### src/rtl/id_stage_pkg.sv
// Shared decode constants and the control bundle handed from ID into the ID/EX register.
package id_stage_pkg;

  localparam int XLEN   = 32;
  localparam int NREGS  = 32;
  localparam int REG_AW = 5;

  localparam logic [6:0] OP_R      = 7'b0110011;
  localparam logic [6:0] OP_IMM    = 7'b0010011;
  localparam logic [6:0] OP_LOAD   = 7'b0000011;
  localparam logic [6:0] OP_STORE  = 7'b0100011;
  localparam logic [6:0] OP_BRANCH = 7'b1100011;

  typedef struct packed {
    logic pcsrc;
    logic alusrc;
    logic memtoreg;
    logic we;
    logic reg_en;
  } ctrl_t;

  localparam ctrl_t CTRL_NOP = '0;

endpackage

### src/rtl/id_stage_reg_file.sv
// Architectural register file: two combinational read ports with write-through
// bypass, one write port, synchronous active-low clear, x0 hardwired to zero.
module id_stage_reg_file #(
  parameter int XLEN  = 32,
  parameter int NREGS = 32,
  parameter int AW    = 5
) (
  input  logic            clock,
  input  logic            reset,
  input  logic [AW-1:0]   i_rs1_addr,
  input  logic [AW-1:0]   i_rs2_addr,
  input  logic [AW-1:0]   i_wr_addr,
  input  logic [XLEN-1:0] i_wr_data,
  input  logic            i_wr_en,
  output logic [XLEN-1:0] o_rd_data_1,
  output logic [XLEN-1:0] o_rd_data_2
);

  logic [XLEN-1:0] r_regs [NREGS];
  logic            w_wr_live;

  assign w_wr_live = i_wr_en && (i_wr_addr != '0);

  always_ff @(posedge clock) begin
    if (!reset) begin
      for (int i = 0; i < NREGS; i++) begin
        r_regs[i] <= '0;
      end
    end else if (w_wr_live) begin
      r_regs[i_wr_addr] <= i_wr_data;
    end
  end

  // A writeback landing this edge is visible to the instruction being decoded now.
  always_comb begin
    o_rd_data_1 = r_regs[i_rs1_addr];
    if (i_rs1_addr == '0) begin
      o_rd_data_1 = '0;
    end else if (w_wr_live && (i_wr_addr == i_rs1_addr)) begin
      o_rd_data_1 = i_wr_data;
    end
  end

  always_comb begin
    o_rd_data_2 = r_regs[i_rs2_addr];
    if (i_rs2_addr == '0) begin
      o_rd_data_2 = '0;
    end else if (w_wr_live && (i_wr_addr == i_rs2_addr)) begin
      o_rd_data_2 = i_wr_data;
    end
  end

endmodule

### src/rtl/id_stage.sv
// RV32I-subset decode stage: register read, control decode, immediate generation
// and load-use hazard detection feeding the ID/EX pipeline register.
module id_stage #(
  parameter int XLEN  = id_stage_pkg::XLEN,
  parameter int NREGS = id_stage_pkg::NREGS
) (
  input  logic            clock,
  input  logic            reset,
  input  logic [31:0]     instr_in,
  input  logic [4:0]      wb_rd,
  input  logic [XLEN-1:0] wb_data,
  input  logic            wb_en,
  input  logic [4:0]      ex_rd,
  input  logic            ex_memtoreg,
  output logic [XLEN-1:0] data_out_1,
  output logic [XLEN-1:0] data_out_2,
  output logic [4:0]      rd_out,
  output logic [XLEN-1:0] imm_out,
  output logic            pcsrc_out,
  output logic            alusrc_out,
  output logic            memtoreg_out,
  output logic            we_out,
  output logic            reg_en_out,
  output logic            stall_out
);

  import id_stage_pkg::*;

  logic [6:0]        w_opcode;
  logic [REG_AW-1:0] w_rs1;
  logic [REG_AW-1:0] w_rs2;
  logic [REG_AW-1:0] w_rd_field;
  logic [REG_AW-1:0] w_rd_dec;
  logic [XLEN-1:0]   w_imm_i;
  logic [XLEN-1:0]   w_imm_s;
  logic [XLEN-1:0]   w_imm_b;
  logic [XLEN-1:0]   w_imm;
  ctrl_t             w_ctrl_dec;
  ctrl_t             w_ctrl_out;
  logic              w_uses_rs1;
  logic              w_uses_rs2;
  logic              w_stall;
  logic              w_unused_funct3;

  assign w_opcode   = instr_in[6:0];
  assign w_rd_field = instr_in[11:7];
  assign w_rs1      = instr_in[19:15];
  assign w_rs2      = instr_in[24:20];

  // funct3 only selects the ALU/memory operation further down the pipe.
  assign w_unused_funct3 = &{1'b0, instr_in[14:12]};

  assign w_imm_i = {{(XLEN-12){instr_in[31]}}, instr_in[31:20]};
  assign w_imm_s = {{(XLEN-12){instr_in[31]}}, instr_in[31:25], instr_in[11:7]};
  assign w_imm_b = {{(XLEN-13){instr_in[31]}}, instr_in[31], instr_in[7],
                    instr_in[30:25], instr_in[11:8], 1'b0};

  id_stage_reg_file #(
    .XLEN  (XLEN),
    .NREGS (NREGS),
    .AW    (REG_AW)
  ) u_reg_file (
    .clock       (clock),
    .reset       (reset),
    .i_rs1_addr  (w_rs1),
    .i_rs2_addr  (w_rs2),
    .i_wr_addr   (wb_rd),
    .i_wr_data   (wb_data),
    .i_wr_en     (wb_en),
    .o_rd_data_1 (data_out_1),
    .o_rd_data_2 (data_out_2)
  );

  always_comb begin
    w_ctrl_dec = CTRL_NOP;
    w_rd_dec   = '0;
    w_imm      = '0;
    w_uses_rs1 = 1'b0;
    w_uses_rs2 = 1'b0;
    unique case (w_opcode)
      OP_R: begin
        w_ctrl_dec.reg_en = 1'b1;
        w_rd_dec          = w_rd_field;
        w_uses_rs1        = 1'b1;
        w_uses_rs2        = 1'b1;
      end
      OP_IMM: begin
        w_ctrl_dec.reg_en = 1'b1;
        w_ctrl_dec.alusrc = 1'b1;
        w_rd_dec          = w_rd_field;
        w_imm             = w_imm_i;
        w_uses_rs1        = 1'b1;
      end
      OP_LOAD: begin
        w_ctrl_dec.reg_en   = 1'b1;
        w_ctrl_dec.alusrc   = 1'b1;
        w_ctrl_dec.memtoreg = 1'b1;
        w_rd_dec            = w_rd_field;
        w_imm               = w_imm_i;
        w_uses_rs1          = 1'b1;
      end
      OP_STORE: begin
        w_ctrl_dec.we     = 1'b1;
        w_ctrl_dec.alusrc = 1'b1;
        w_imm             = w_imm_s;
        w_uses_rs1        = 1'b1;
        w_uses_rs2        = 1'b1;
      end
      OP_BRANCH: begin
        w_ctrl_dec.pcsrc = 1'b1;
        w_imm            = w_imm_b;
        w_uses_rs1       = 1'b1;
        w_uses_rs2       = 1'b1;
      end
      default: begin
        w_ctrl_dec = CTRL_NOP;
      end
    endcase
  end

  // Only a load sitting in EX can't be forwarded in time; x0 never creates a dependency.
  assign w_stall = ex_memtoreg && (ex_rd != '0) &&
                   ((w_uses_rs1 && (ex_rd == w_rs1)) ||
                    (w_uses_rs2 && (ex_rd == w_rs2)));

  always_comb begin
    w_ctrl_out = CTRL_NOP;
    rd_out     = '0;
    imm_out    = '0;
    stall_out  = 1'b0;
    if (reset) begin
      stall_out = w_stall;
      imm_out   = w_imm;
      if (!w_stall) begin
        w_ctrl_out = w_ctrl_dec;
        rd_out     = w_rd_dec;
      end
    end
  end

  assign pcsrc_out    = w_ctrl_out.pcsrc;
  assign alusrc_out   = w_ctrl_out.alusrc;
  assign memtoreg_out = w_ctrl_out.memtoreg;
  assign we_out       = w_ctrl_out.we;
  assign reg_en_out   = w_ctrl_out.reg_en;

endmodule

### config.mk
export PLATFORM = sky130hd
export DESIGN_NAME = id_stage
export DESIGN_NICKNAME = d
export VERILOG_FILES = /design/src/rtl/id_stage_pkg.sv /design/src/rtl/id_stage_reg_file.sv /design/src/rtl/id_stage.sv
export SDC_FILE = /design/constraint.sdc
export NUM_CORES = 2
export LEC_CHECK = 0
export ABC_AREA = 0
export CORE_ASPECT_RATIO = 1.1
export CORE_MARGIN = 3
export CORE_UTILIZATION = 42
export DETAILED_ROUTE_END_ITERATION = 10
export GPL_ROUTABILITY_DRIVEN = 0
export PLACE_DENSITY = 0.62
export SYNTH_ARGS = -nofsm -noshare
export SYNTH_HDL_FRONTEND = slang
export SYNTH_HIERARCHICAL = 1
export SYNTH_SLANG_ARGS = --single-unit
### constraint.sdc
create_clock -name clock -period 8 [get_ports clock]
set_input_delay 1.6 -clock clock [delete_from_list [all_inputs] [get_ports clock]]
set_output_delay 1.6 -clock clock [all_outputs]
set_load 0.005 [all_outputs]
==> reports/metrics.cfg <==
[outcome]
status=finished clean

[clock_tree]
cts_tree=built
clock_tree.root_cell=clkbuf_16
cts_made_buffers=105
ctsHoldBuffers=0
cts.path.max_buffers=3
htreeDepth=3
clkSinkCount=1024
clk_pin_slew_ps=60
post_cts_buffers=0
post_cts_resized=0

[sta]
period_share_pct=88.61
fmax_ghz=0.1411
worst_slack_ps=911.3
timing.slew.headroom_pct=10.85
finalSetupViolations=0
rsz0062_at_grt=no
period_needed_ps=7089
worst_pin_slew_ps=1334
finalMaxSlewViolations=0
tns_ps=0
finalHoldViolCount=0

[setup_path]
cp.required_ps=6400
critPathArrivalTime_ps=5490
crit_path_end_kind=output pin
critPathLaunchType=primary input
crit_start=instr_in[23]
path_class=in2out
path_max_fanout=11

[logic_synthesis]
ys_types=74
synth.cell_area_sq_um=56300
ys_ff_latch=1024
synth_top_flop_cell=edfxtp_1
yosysTopAreaCell=edfxtp_1
async_reset_ff_share_pct=0
synth.top_cells.by_area=edfxtp_1 55%, mux4_2 14%, and2_1 11%
yosysSeqAreaShare_pct=54.62
avgSynthCellArea_sq_um=14.02
yosys_warnings=6
synth-edff-count=1024
synth_top_area_share_pct=54.62
netlist_instances=4016

[final_layout]
largestRegisters=u_reg_file/r_regs: 1024 flops
multi_input_area_sq_um=24130
drive_gt1_share_pct=20.21
largest_register_ffs=1024
fin_cells=5932
largest-register=u_reg_file/r_regs
area_growth_syn_to_layout_pct=13.42
num-fill-cells=11460
regArea_sq_um=30750
final_nets=4141

[die]
ios=185
row_count=140
die_x_um=355.1
fp.dieArea_sq_um=138500
die_h_um=390.0
start_util_pct=42.40
core-area_sq_um=132800

[drt]
drtAntennaViolNets=0
drt_iter0_markers=6169
vias_per_cell=6.612
dr_total_vias=39220
post_drt_wl_per_cell_um=36.42
drt_pass1_iterations=7
wl_um=216000
drc_errors=0

[global_route]
track_usage_pct=30.64
grt_pass1_vias=37630
antenna_found_initial=27
grt_max_degree=77
grt_pass1_wl_um=296400
overflow=0

[placement]
post-place-ws_ps=1111
dp.cells=5731
io_buffers=181
dp_hpwl_um=125100

[power]
p_leak_uw=0.02223
ir_drop_mv=0.1655
power_density_nw_per_um2=205.4
total_power_uw=13120

[min_path]
hp-start=reset
min_path_type=in2reg

[job]
cap_viol_max_count=0

[metrics by stage]
step	util (%)	instance area, sq um	hold slack (ps)
floorplan	-	56410	1798
global placement	45.52	60450	2353
detailed placement	45.52	60450	2360
CTS	48.08	63840	1610
global route	48.08	63840	1655
finish	48.09	63850	1643
[cell usage after synthesis, drive strengths merged, types with 3 or more instances]
| master | n |
|---|---|
| o221ai | 33 |
| mux2 | 35 |
| a221oi | 37 |
| nand4 | 10 |
| a32o | 32 |
| nor3 | 44 |
| a211o | 8 |
| xor2 | 7 |
| clkbuf | 308 |
| a211oi | 48 |
| nor2 | 63 |
| a22oi | 70 |
| or2 | 3 |
| xnor2 | 13 |
| a41oi | 5 |
| a22o | 8 |
| edfxtp | 1024 |
| a31oi | 5 |
| nand2 | 135 |
| nand2b | 9 |
| nor2b | 11 |
| mux2i | 334 |
| o21bai | 5 |
| o221a | 4 |
| inv | 7 |
| a21oi | 88 |
| buf | 141 |
| nor4 | 3 |
| and2 | 970 |
| a2111oi | 8 |
| a221o | 11 |
| o21ai | 61 |
| nand3b | 6 |
| nand3 | 13 |
| o211ai | 5 |
| and3 | 17 |
| o22ai | 38 |
| mux4 | 367 |
| nor3b | 8 |
[cell usage in the layout (no fill, tap or decap), drive strengths merged, types with 8 or more instances in the layout]
cell type and n:
o22ai 38, clkbuf 119, xnor2 13, o21ai 61, conb 32, mux4 367, a21oi 88, nand3 13
and2 970, buf 187, a221o 11, edfxtp 1024, a22oi 70, a2111oi 8, nand2b 9, mux2i 334
a32o 32, bufinv 12, a211o 8, nor3b 8, clkinv 58, nor2b 11, a211oi 48, nor2 63
nand4 10, a221oi 37, mux2 35, nand2 135, and3 17, nor3 44, clkdlybuf4s50 171, inv 10
o221ai 33, a22o 8
[routing by layer]
layer  track usage (%)  wire, um  up-vias
met5                 0        27        -
met4             14.21     11170        4
met3             7.673     28160      595
met2             48.11     98740     3077
met1             40.10     77920    20110
li1                  -         -    15440
[cell type report]
cell class	instances	share of cell area, %
Antenna cell	6	0.02351
Clock buffer	119	4.231
Clock inverter	76	1.082
Inverter	7	0.04115
Multi-Input combinational cell	2567	37.79
Sequential cell	1024	48.16
Tap cell	1775	3.478
Timing Repair Buffer	358	5.197
[final timing paths]
kind | end | slack, ps | depth (start not counted)
min | u_reg_file/r_regs[19][0]$_SDFFCE_PN0P_ | 1640 | 2
max | data_out_2[12] | 910 | 9
[power breakdown]
part / total, uW / leakage (uW) / switching, uW / internal (uW)
clock: 4970 / 0.00168 / 2170 / 2810
combinational: 1790 / 0.0108 / 1060 / 730
sequential: 6350 / 0.00975 / 148 / 6200
total: 13100 / 0.0222 / 3380 / 9740
[kinds of logic (layout without fill, tap and decap cells)]
| kind of cell | count (synthesis) | in the layout | share of synthesized area [%] |
|---|---|---|---|
| AOI/OAI and AO/OA | 478 | 478 | 6.203 |
| xor gates and xnor gates | 20 | 20 | 0.3111 |
| buffers and inverters | 456 | 560 | 3.887 |
| DFF | 1024 | 1024 | 54.62 |
| muxes | 736 | 736 | 21.39 |
| other | 1 | 38 | 0.006661 |
| and+or+nand+nor | 1301 | 1301 | 13.59 |
[critical path, cell delays in order]
cell	delay, ps
clkdlybuf4s50_1	720
nor2_1	210
buf_4	330
nand3b_1	910
o311ai_2	370
buf_4	340
a211oi_1	90
a211o_1	400
clkdlybuf4s50_1	490
Power figures use the tool's default switching activity.
